--- src/rtl/mp_add_pkg.sv ---
// Shared constants and FSM state type for the multi-word adder controller.
package mp_add_pkg;

  localparam int WORD_W = 16;

  typedef enum logic [1:0] {
    IDLE = 2'd0,
    RUN  = 2'd1,
    DONE = 2'd2
  } state_t;

endpackage

--- src/rtl/mp_add_ctrl_full_adder_16bit.sv ---
// Single 16-bit adder slice, time-shared by mp_add_ctrl across all operand words.
module full_adder_16bit
  import mp_add_pkg::*;
(
  input  logic [WORD_W-1:0] a,
  input  logic [WORD_W-1:0] b,
  input  logic              ci,
  output logic [WORD_W-1:0] s,
  output logic              co
);

  assign {co, s} = {1'b0, a} + {1'b0, b} + {{WORD_W{1'b0}}, ci};

endmodule

--- src/rtl/mp_add_ctrl.sv ---
// Multi-word adder: one 16-bit adder walks NWORDS words, carry chained through carry_r.
// Optional subtract mode (a + ~b + 1) is built only when MP_ADD_SUB_EN is defined.
module mp_add_ctrl
  import mp_add_pkg::*;
#(
  parameter int NWORDS = 4
) (
  input  logic                     clk,
  input  logic                     rst,
  input  logic                     start,
  input  logic                     sub,
  input  logic [WORD_W*NWORDS-1:0] a,
  input  logic [WORD_W*NWORDS-1:0] b,
  input  logic                     cin,
  output logic                     busy,
  output logic                     done,
  output logic [WORD_W*NWORDS-1:0] sum,
  output logic                     cout
);

  localparam int TOTAL_W = WORD_W * NWORDS;
  localparam int IDX_W   = $clog2(NWORDS);

  state_t             state, state_nxt;
  logic [IDX_W-1:0]   idx;
  logic               carry_r;
  logic [TOTAL_W-1:0] a_r, b_r;
  logic [TOTAL_W-1:0] b_eff;
  logic               cin_eff;
  logic               accept;
  logic               last;
  logic [WORD_W-1:0]  a_word, b_word, word_s;
  logic               word_co;

`ifdef MP_ADD_SUB_EN
  // Subtract folds into the add: invert b at capture and force the carry-in.
  assign b_eff   = sub ? ~b : b;
  assign cin_eff = sub ? 1'b1 : cin;
`else
  logic unused_sub;
  assign unused_sub = sub;
  assign b_eff      = b;
  assign cin_eff    = cin;
`endif

  assign accept = (state == IDLE) && start;
  assign last   = (idx == IDX_W'(NWORDS - 1));
  assign a_word = a_r[idx*WORD_W +: WORD_W];
  assign b_word = b_r[idx*WORD_W +: WORD_W];

  full_adder_16bit u_adder (
    .a  (a_word),
    .b  (b_word),
    .ci (carry_r),
    .s  (word_s),
    .co (word_co)
  );

  always_ff @(posedge clk) begin
    if (rst) state <= IDLE;
    else     state <= state_nxt;
  end

  always_comb begin
    state_nxt = state;
    case (state)
      IDLE:    if (start) state_nxt = RUN;
      RUN:     if (last)  state_nxt = DONE;
      DONE:    state_nxt = IDLE;
      default: state_nxt = IDLE;
    endcase
  end

  always_comb begin
    busy = 1'b0;
    done = 1'b0;
    case (state)
      RUN:     busy = 1'b1;
      DONE:    begin busy = 1'b1; done = 1'b1; end
      default: ;
    endcase
  end

  // Operands are frozen at acceptance so later input changes cannot leak in.
  always_ff @(posedge clk) begin
    if (accept) begin
      a_r <= a;
      b_r <= b_eff;
    end
  end

  always_ff @(posedge clk) begin
    if (rst) begin
      idx     <= '0;
      carry_r <= 1'b0;
      sum     <= '0;
      cout    <= 1'b0;
    end else begin
      if (accept) begin
        idx     <= '0;
        carry_r <= cin_eff;
      end else if (state == RUN) begin
        sum[idx*WORD_W +: WORD_W] <= word_s;
        carry_r                   <= word_co;
        idx                       <= last ? '0 : idx + 1'b1;
        if (last) cout <= word_co;
      end
    end
  end

endmodule
--- config.mk ---
export PLATFORM = sky130hd
export DESIGN_NAME = mp_add_ctrl
export DESIGN_NICKNAME = d
export VERILOG_FILES = /design/src/rtl/mp_add_pkg.sv /design/src/rtl/mp_add_ctrl_full_adder_16bit.sv /design/src/rtl/mp_add_ctrl.sv
export SDC_FILE = /design/constraint.sdc
export NUM_CORES = 1
export LEC_CHECK = 0
export CORE_MARGIN = 5
export CORE_UTILIZATION = 51
export CTS_BUF_LIST = sky130_fd_sc_hd__clkbuf_8
export DETAILED_ROUTE_END_ITERATION = 6
export PLACE_DENSITY = 0.87
export SLEW_MARGIN = 15
export SYNTH_ARGS = -nofsm -noshare
export SYNTH_HDL_FRONTEND = slang
export SYNTH_SLANG_ARGS = --single-unit
export TNS_END_PERCENT = 20
--- constraint.sdc ---
create_clock -name clk -period 4.9 [get_ports clk]
set_input_delay 1.225 -clock clk [delete_from_list [all_inputs] [get_ports clk]]
set_output_delay 1.225 -clock clk [all_outputs]
set_load 0.02 [all_outputs]
==> summary.md, run 1 <==
| Metric | Value |
|---|---|
| Status | complete, no violations |
| Clock network power share | 25.5% |
| Setup TNS | 0 ps |
| Via count | 5,235 |
| Largest family of logic cells by synthesized area | compound AO/OA/AOI/OAI gates |
| Die X | 134.0 um |
| Crit end category | flop |
| Simple-Gate Fraction of Synth Area | 5.429% |
| Critical-path top delay cell | mux4_2 |
| Post-CTS Setup Inserts | 0 |
| CP startpoint | idx[0] |
| Sw Pwr | 1118 uW |
| Max Cap Viol | 0 |
| Area growth syn-to-layout | 32.62% |
| Dpl hpwl | 14,000 um |
| Crit path kind | reg2reg |
| Worst-Margin Slew | 991.0 ps |
| Synth cell types | 44 |
| RSZ-0062 raised after global routing | false |
| Commonest cells after routing, fill and taps aside | clkdlybuf4s50_1 (198), edfxtp_1 (128), dfxtp_1 (68) |
| Post-cts sizing count | 0 |
| DP Area | 10,020 um^2 |
| Syn nets | 666 |
| Overflow after GRT | 0 |
| Diodes inserted | 0 |
| Hold WC Path Type | reg2reg |
| Top_reg_cell synth | edfxtp_1 |
| Detail Route Antenna Nets | 0 |
| DR iter-0 viols | 399 |
| Largest net degree at the start of global routing | 84 |
| Post-synth ARST share | 0% |
| Sw Ratio | 29.28% |
| Die H | 134.0 um |
| Synth Area in XOR/XNOR | 1.549% |
| Clk_lat worst skew | 460 ps |
| Synth warn | 0 |
| Clock tree buffer depth | 2 |
| Gpl congestion | 0.8534 |
| Slew headroom | 33.32% |
| Reg-to-Reg End | sum[62] |
| Worst EP arrival | 3970 ps |
| CTS H-Tree Depth | 4 |
| CTS tree | yes |
| P per Cell Area | 367.6 nW/um^2 |
| First-pass GRT wire length | 28,760 um |
| Levels on crit path | 9 |
| Post-layout util | 68.62% |
| Number of global-route vias before repair | 5,402 |
| Worst reg-to-reg setup slack | 1300 ps |
| Post-synthesis sequential area ratio | 66.93% |
| Core Rows | 45 |
| Most frequent CP cell | o21ai_1 |
| Peak supply drop | 0.2134 mV |
| Hold Crit Start | sum[30] |
| Flop pwr share | 51.7% |
| Die ar. | 17,940 um^2 |
| Dpl cells | 878 |
| Initial antenna violation count | 0 |
| Combinational share of power | 22.9% |
| # IOs | 200 |
| CP delay by family, top | compound AO/OA/AOI/OAI gates |
| CP max FO | 34 |
| Clock sink count | 198 |
| Drt pass-1 iters | 5 |
| Initial Util | 51.74% |
| Crit path to | sum[62] |
| Fin cells | 910 |
| Share of layout cells above drive strength 1 | 10.25% |
| Final period utilization | 73.57% |
| Cell area after layout | 10,390 um^2 |
| Syn_area_per_cell | 15.49 um^2 |
| PortBufs | 198 |
| Final #Nets | 869 |
| Max Slew Vio Count | 0 |
| Worst setup SP type | flop |
| Tot GR Track Use | 20.89% |
| Worst path bufs/invs | 1 |
| Minimum clock period | 3605 ps |
| Cells on worst reg2reg path | 9 |
| Mux share of post-synthesis cell area | 9.325% |
| Pleak | 0.003603 uW |
| Post-synthesis adder-cell area fraction | 4.503% |
| Root buffer cell | clkbuf_8 |
| CP max stage delay | 640 ps |
| Int Power | 2702 uW |
| Wire per inst | 20.07 um |
| Post-Syn Instances | 506 |
| Critical R2R Launch | idx[0] |
| Compound-cell area share of the yosys netlist | 10.89% |
| Fmax | 277.4 MHz |
| Final setup vio count | 0 |
| Post-Syn Area | 7836 um^2 |
| CTS Hold Buffers Added | 0 |
| CORE AREA | 15,150 um^2 |
| Clock-pin transition on the worst setup and hold timing paths | 100 ps |
| Synthesis-stage register bit count | 198 |
| Final WL | 18,270 um |
| WP data required | 5260 ps |
| Vias per cell | 5.753 |
| Final hold violations | 0 |
| Clk_skew | 10.80 ps |
| Hold Slack | 481.8 ps |
| DRC Markers | 0 |
| CP cell instances | buf_4 -> mux4_2 -> fa_1 -> a211oi_1 -> o21ai_1 -> o211ai_1 -> o21ai_1 -> nor2b_1 -> a221o_1 |
| Num CTS Buffers | 17 |
| Most common library cell in the layout ignoring fill and taps | clkdlybuf4s50_1 |
| Number of synthesized flops with an enable pin | 128 |
per-layer routing:
metal / wire length (um) / up-vias / track usage (%) / part of all wire (%)
met3: 1233 / 27 / 6.227 / 6.8
met4: 286 / 0 / 6.400 / 1.6
met2: 9480 / 213 / 36.22 / 52
li1: - / 2396 / - / -
met1: 7264 / 2599 / 25.30 / 40
met5: 0 / - / 0 / 0
worst reg2reg max path: stages (launching register included):
cell      delay, ps
dfxtp_2         470
buf_4           550
mux4_2          660
fa_1            500
a211oi_1        240
o21ai_1         200
o211ai_1        200
o21ai_1         150
nor2b_1         180
a221o_1         370
cell families (layout without fill, tap and decap cells):
group | after synthesis | after routing
flip-flops | 198 | 198
XOR/XNOR | 13 | 13
AND/OR/NAND/NOR | 89 | 89
multiplexers | 33 | 33
adder cells (fa/ha/maj) | 27 | 27
AO/OA/AOI/OAI | 120 | 120
buffers and inverters | 26 | 242
worst min path at each step:
stage                     endpoint  slack (ps)  depth (start not counted)
after floorplan           state[0]         490                          2
after CTS                  sum[30]         480                          2
after global placement     sum[46]         460                          2
after global routing       sum[30]         510                          2
after detailed placement   sum[25]         460                          1
final                      sum[30]         480                          2
flip-flops by register name (all words and copies together), names as in the netlist:
name     cells
a_r         64
b_r         64
sum         64
idx          2
state        2
carry_r      1
cout         1
layout make-up:
type	instances	area, um^2
clock buffers	17	234.0
clock inverters	15	128.9
well taps	188	235.2
fillers	988	4753
flip-flops and latches	198	5248
multi-input cells	282	2490
inverters	8	32.53
repair buffers	202	2024
power by group through the flow:
stage,registers (uW),clock network (uW),logic (uW)
3_3_place_gp,2000,0,837
6_report,1970,974,873
4_1_cts,1980,994,870
3_5_place_dp,2010,0,866
5_1_grt,1990,1060,947
2_1_floorplan,2030,0,498
stage by stage:
stage | total power [uW] | worst slack [ps]
after detailed placement | 2879 | 1228
after global routing | 3997 | 890.0
final | 3820 | 1295
after global placement | 2837 | 1276
after floorplan | 2530 | 570.2
after CTS | 3840 | 1221
cells in the mapped netlist (all sizes together) (8+ instances only):
library cell / number / area (um^2)
ha: 25 / 312.8
inv: 8 / 30.03
nor2: 36 / 135.1
clkbuf: 11 / 41.29
xnor2: 8 / 77.58
a22o: 36 / 315.3
a22oi: 24 / 180.2
edfxtp: 128 / 3844
mux4: 32 / 720.7
a21oi: 20 / 100.1
o21ai: 17 / 85.08
nand2: 22 / 82.58
dfxtp: 70 / 1401
Note: power is estimated with default switching activity, not from simulation.
==> inputs of run 2 (changes only) <==
clock period = 3.7 ns   (was 4.9 ns; I/O delays follow)
==> run 2 against run 1 <==
Net effect: via count decreased by 0.78%; clock power is 37% higher; die area unchanged; core utilization is 0.41 points higher; worst hold slack got worse by 4.7 ps; cell count up 0.11%; count of clock-buffer cells in the layout unchanged; design area is 0.60% higher; non-clock buffer count grew 1; combinational power is 34% higher; clock skew about the same; sequential power is 32% higher; largest cell class unchanged; largest power group unchanged.
==> summary.md, run 2 (synthesis gave the netlist of run 1 again) <==
| Metric | Value |
|---|---|
| Cell area after layout | 10,460 um^2 (+0.60%) |
| Clock sink count | 198 (unchanged) |
| Vias per cell | 5.701 (-0.89%) |
| Dpl hpwl | 13,760 um (-1.7%) |
| Status | complete, no violations |
| DP Area | 10,070 um^2 (+0.46%) |
| Final #Nets | 870 (+0.12%) |
| Die X | 134.0 um (unchanged) |
| Clock network power share | 26.0% (+0.5 points) |
| WP data required | 4110 ps (-1150 ps) |
| Number of global-route vias before repair | 5,407 (+0.093%) |
| Minimum clock period | 3335 ps (-269.4 ps) |
| First-pass GRT wire length | 28,650 um (-0.39%) |
| CORE AREA | 15,150 um^2 (unchanged) |
| Peak supply drop | 0.2811 mV (+32%) |
| Largest net degree at the start of global routing | 92 (+9.5%) |
| Max Slew Vio Count | 0 (unchanged) |
| Slew headroom | 31.45% (-1.9 points) |
| Drt pass-1 iters | 5 (unchanged) |
| Detail Route Antenna Nets | 0 (unchanged) |
| Gpl congestion | 0.8625 (+1.1%) |
| Max Cap Viol | 0 (unchanged) |
| Worst EP arrival | 3750 ps (-220 ps) |
| Initial Util | 51.74% (unchanged) |
| Worst-Margin Slew | 1019 ps (+27.78 ps) |
| Die H | 134.0 um (unchanged) |
| Pleak | 0.003617 uW (+0.39%) |
| Final WL | 18,320 um (+0.31%) |
| Crit path kind | reg2reg |
| DR iter-0 viols | 439 (+10%) |
| Hold WC Path Type | reg2reg |
| Final hold violations | 0 (unchanged) |
| PortBufs | 198 (unchanged) |
| Die ar. | 17,940 um^2 (unchanged) |
| Most common library cell in the layout ignoring fill and taps | clkdlybuf4s50_1 |
| Flop pwr share | 51.1% (-0.6 points) |
| Int Power | 3602 uW (+33%) |
| Biggest regs | a_r (64), b_r (64), sum (64) |
| CTS Hold Buffers Added | 0 (unchanged) |
| Overflow after GRT | 0 (unchanged) |
| Tot GR Track Use | 20.84% (-0.052 points) |
| Setup TNS | 0 ps (unchanged) |
| Commonest cells after routing, fill and taps aside | clkdlybuf4s50_1 (198), edfxtp_1 (128), dfxtp_1 (68) |
| Via count | 5,194 (-0.78%) |
| Combinational share of power | 22.9% (about the same) |
| RSZ-0062 raised after global routing | false |
| Initial antenna violation count | 0 (unchanged) |
| Power Total | 5104 uW (+34%) |
| Num CTS Buffers | 17 (unchanged) |
| CP cell instances | mux4_2 -> fa_1 -> fa_1 -> a211oi_1 -> o21ai_1 -> o21a_1 -> o21ai_1 -> nor2b_1 -> a221o_1 |
| Wire per inst | 20.11 um (+0.20%) |
| Setup WS pre-CTS | 344.5 ps (-883.8 ps) |
| Core Rows | 45 (unchanged) |
| Sw Ratio | 29.43% (+0.16 points) |
| CTS H-Tree Depth | 4 (unchanged) |
| CP max FO | 4 (-88%) |
| P per Cell Area | 488.2 nW/um^2 (+33%) |
| Clock-pin transition on the worst setup and hold timing paths | 100 ps (about the same) |
| Critical-path top delay cell | mux4_2 |
| Post-cts sizing count | 0 (unchanged) |
| Final setup vio count | 0 (unchanged) |
| Crit end category | flop |
| Clk_skew | 11.05 ps (+0.2472 ps) |
| Post-CTS Setup Inserts | 0 (unchanged) |
| Fmax | 299.8 MHz (+8.1%) |
| DRC Markers | 0 (unchanged) |
| Diodes inserted | 0 (unchanged) |
| Hold Slack | 477.1 ps (-4.748 ps) |
| CP max stage delay | 540 ps (-100 ps) |
| Final period utilization | 90.15% (+17 points) |
| Worst setup margin | 364.6 ps (-930.6 ps) |
| Clock tree buffer depth | 2 (unchanged) |
| Clk_lat worst skew | 470 ps (about the same) |
| Area growth syn-to-layout | 33.42% |
| Share of layout cells above drive strength 1 | 10.51% (+0.26 points) |
| Worst setup SP type | flop |
| # IOs | 200 (unchanged) |
| Root buffer cell | clkbuf_8 |
| CTS tree | yes |
| Sw Pwr | 1502 uW (+34%) |
[run 2: changes by cell type in the layout (fill, tap and decap cells not counted)]
cell,previous run,this run
clkinvlp_2,1,0
clkinvlp_4,2,3
clkinv_1,0,1
buf_4,3,1
inv_8,0,3
inv_4,1,0
inv_1,9,7
buf_12,1,4
inv_6,5,4
[run 2: critical path: cells and delay by family, from the launching register on]
kind	cells	cell delay, ps
adders and majority gates	2	990
and+or+nand+nor	1	240
muxes	1	540
DFF	1	400
AOI/OAI and AO/OA	5	1110
[run 2: power groups by stage]
| stage | clock network (uW) | registers (uW) | logic [uW] |
|---|---|---|---|
| 2_1_floorplan | 0 | 2690 | 660 |
| 3_3_place_gp | 0 | 2650 | 1120 |
| 3_5_place_dp | 0 | 2660 | 1160 |
| 4_1_cts | 1360 | 2610 | 1170 |
| 5_1_grt | 1450 | 2620 | 1260 |
| 6_report | 1330 | 2610 | 1170 |
[run 2: final timing paths]
path	depth (start not counted)	to	slack (ps)	start
setup / recovery	9	sum[62]	360	idx[0]
hold / removal	2	sum[46]	480	sum[46]
setup reg to reg	9	sum[62]	360	idx[0]
hold reg to reg	2	sum[46]	480	sum[46]
[run 2: final cells by class]
cell class                      instances  area, um^2
Clock buffer                           17       234.0
Clock inverter                         15       145.1
Fill cell                            1010        4691
Inverter                                8       33.78
Multi-Input combinational cell        282        2490
Sequential cell                       198        5248
Tap cell                              188       235.2
Timing Repair Buffer                  203        2069
[run 2: layer usage]
metal / track usage [%] / routed length, um / vias to the layer above / share of wire, %
met4: 8.629 / 466 / 0 / 2.5
met1: 25.90 / 7372 / 2532 / 40
met5: 0 / 0 / - / 0
li1: - / - / 2403 / -
met3: 4.839 / 1169 / 37 / 6.4
met2: 35.32 / 9313 / 222 / 51
[run 2: per-stage QoR]
step           instances  util (%)
3_3_place_gp         879     66.48
5_1_grt              911     69.03
2_1_floorplan        506         -
3_5_place_dp         879     66.48
6_report             911     69.03
4_1_cts              911     68.99
==> inputs of run 3 (changes only) <==
CELL_PAD_IN_SITES_DETAIL_PLACEMENT = 1   (was unset)
CELL_PAD_IN_SITES_GLOBAL_PLACEMENT = 1   (was unset)
CORE_UTILIZATION = 41   (was 51)
PLACE_DENSITY = 0.86   (was 0.87)
==> run 3 against run 2 <==
Net effect: global-route usage is 1.7 points lower; power is 1.2% higher; critical path depth stayed put; combinational power hardly changed; clock power hardly changed; die area is 22% higher; core utilization is 13 points lower; largest power group unchanged.
==> summary.md, run 3 (synthesis gave the netlist of run 1 again) <==
| Metric | Value |
|---|---|
| Peak supply drop | 0.2606 mV (-7.3%) |
| Gpl congestion | 0.7953 (-7.8%) |
| CP max stage delay | 530 ps (about the same) |
| P per Cell Area | 490.2 nW/um^2 (+0.42%) |
| Critical-path top delay cell | mux4_2 |
| Pleak | 0.003630 uW (+0.37%) |
| Max Slew Vio Count | 0 (unchanged) |
| Final setup vio count | 0 (unchanged) |
| Combinational share of power | 23.2% (+0.3 points) |
| Most common library cell in the layout ignoring fill and taps | clkdlybuf4s50_1 |
| Slew headroom | 45.52% (+14 points) |
| Vias per cell | 5.504 (-3.5%) |
| CTS tree | yes |
| Tot GR Track Use | 19.19% (-1.7 points) |
| Area growth syn-to-layout | 34.41% |
| Worst-Margin Slew | 817.3 ps (-201.5 ps) |
| CP cell instances | mux4_2 -> fa_1 -> fa_1 -> a211oi_1 -> o21ai_1 -> o211ai_1 -> o21ai_1 -> nor2b_1 -> a221o_1 |
| Max Cap Viol | 0 (unchanged) |
| Hold Slack | 481.6 ps (+4.508 ps) |
| First-pass GRT wire length | 32,500 um (+13%) |
| Core Rows | 50 (+11%) |
| Initial Util | 41.75% (-10 points) |
| Commonest cells after routing, fill and taps aside | clkdlybuf4s50_1 (198), edfxtp_1 (128), dfxtp_1 (68) |
| Wire per inst | 21.82 um (+8.5%) |
| Final #Nets | 876 (+0.69%) |
| Biggest regs | a_r (64), b_r (64), sum (64) |
| PortBufs | 198 (unchanged) |
| Initial antenna violation count | 0 (unchanged) |
| Die H | 148.3 um (+11%) |
| Clk_skew | 13.26 ps (+2.213 ps) |
| CORE AREA | 18,770 um^2 (+24%) |
| Post-layout util | 56.12% (-13 points) |
| Clock tree buffer depth | 2 (unchanged) |
| Cell area after layout | 10,530 um^2 (+0.74%) |
| # IOs | 200 (unchanged) |
| Diodes inserted | 0 (unchanged) |
| Detail Route Antenna Nets | 0 (unchanged) |
| Largest net degree at the start of global routing | 89 (-3.3%) |
| DR iter-0 viols | 287 (-35%) |
| Dpl cells | 931 (+5.9%) |
| CTS Hold Buffers Added | 0 (unchanged) |
| Dpl hpwl | 16,420 um (+19%) |
| Number of global-route vias before repair | 5,790 (+7.1%) |
| Sw Pwr | 1559 uW (+3.8%) |
| DRC Markers | 0 (unchanged) |
| Clk_lat worst skew | 480 ps (about the same) |
| Hold WC Path Type | reg2reg |
| Fmax | 297.2 MHz (-0.87%) |
| Clock network power share | 26.2% (+0.2 points) |
| Sw Ratio | 30.19% (+0.76 points) |
| Final period utilization | 90.94% (+0.79 points) |
| Post-CTS Setup Inserts | 0 (unchanged) |
| CTS H-Tree Depth | 4 (unchanged) |
| CP max FO | 4 (unchanged) |
| Int Power | 3605 uW (about the same) |
| Worst EP arrival | 3730 ps (-20 ps) |
| Worst setup SP type | flop |
| Overflow after GRT | 0 (unchanged) |
| Via count | 5,300 (+2.0%) |
| Drt pass-1 iters | 6 (+1) |
| Num CTS Buffers | 17 (unchanged) |
| Crit path kind | reg2reg |
| DP Area | 10,150 um^2 (+0.77%) |
| WP data required | 4070 ps (-40 ps) |
| Setup TNS | 0 ps (unchanged) |
| RSZ-0062 raised after global routing | false |
| Post-cts sizing count | 0 (unchanged) |
| Final hold violations | 0 (unchanged) |
| Die ar. | 21,980 um^2 (+22%) |
| Final WL | 21,020 um (+15%) |
| Root buffer cell | clkbuf_8 |
| Clock-pin transition on the worst setup and hold timing paths | 100 ps (about the same) |
| Share of layout cells above drive strength 1 | 11.25% (+0.74 points) |
| Flop pwr share | 50.6% (-0.5 points) |
| Crit end category | flop |
| Clock sink count | 198 (unchanged) |
| Status | complete, no violations |
| Die X | 148.3 um (+11%) |
| Fin cells | 963 (+5.7%) |
| Minimum clock period | 3365 ps (+29.25 ps) |
## run 3: critical path: cells and delay by family (launching register included)
kind / cells / cell delay, ps
flip-flops: 1 / 410
adder cells (fa/ha/maj): 2 / 950
AND/OR/NAND/NOR: 1 / 180
AO/OA/AOI/OAI: 5 / 1180
multiplexers: 1 / 530
## run 3: final timing paths
path	cells past startpoint	from	to	slack (ps)
setup / recovery	9	idx[0]	sum[62]	340
hold reg to reg	2	sum[30]	sum[30]	480
hold / removal	2	sum[30]	sum[30]	480
setup reg to reg	9	idx[0]	sum[62]	340
## run 3: final cells by class
type / instances / area (um^2)
clock buffers: 17 / 234.0
fillers: 1817 / 8235
flip-flops and latches: 198 / 5248
repair buffers: 209 / 2090
well taps: 234 / 292.8
multi-input cells: 282 / 2490
inverters: 8 / 33.78
clock inverters: 15 / 145.1
## run 3: metal layers
layer | global-route usage [%] | up-vias | routed length (um)
met5 | 0 | - | 0
met4 | 5.820 | 0 | 276
met3 | 3.961 | 25 | 1384
met2 | 34.12 | 195 | 10830
met1 | 23.60 | 2673 | 8523
li1 | - | 2407 | -
## run 3: stage by stage
step | worst slack, ps | total power [uW]
detailed placement | 390.0 | 3862
CTS | 370.0 | 5196
finish | 335.3 | 5164
global route | 216.0 | 5402
global placement | 466.2 | 3800
floorplan | -153.5 | 3345
## run 3: power by group through the flow
stage                     Sequential (uW)  Combinational [uW]  Clock (uW)
after floorplan                      2690                 660           0
after global placement               2650                1150           0
after detailed placement             2670                1200           0
after CTS                            2620                1200        1380
after global routing                 2630                1290        1490
final                                2610                1200        1350
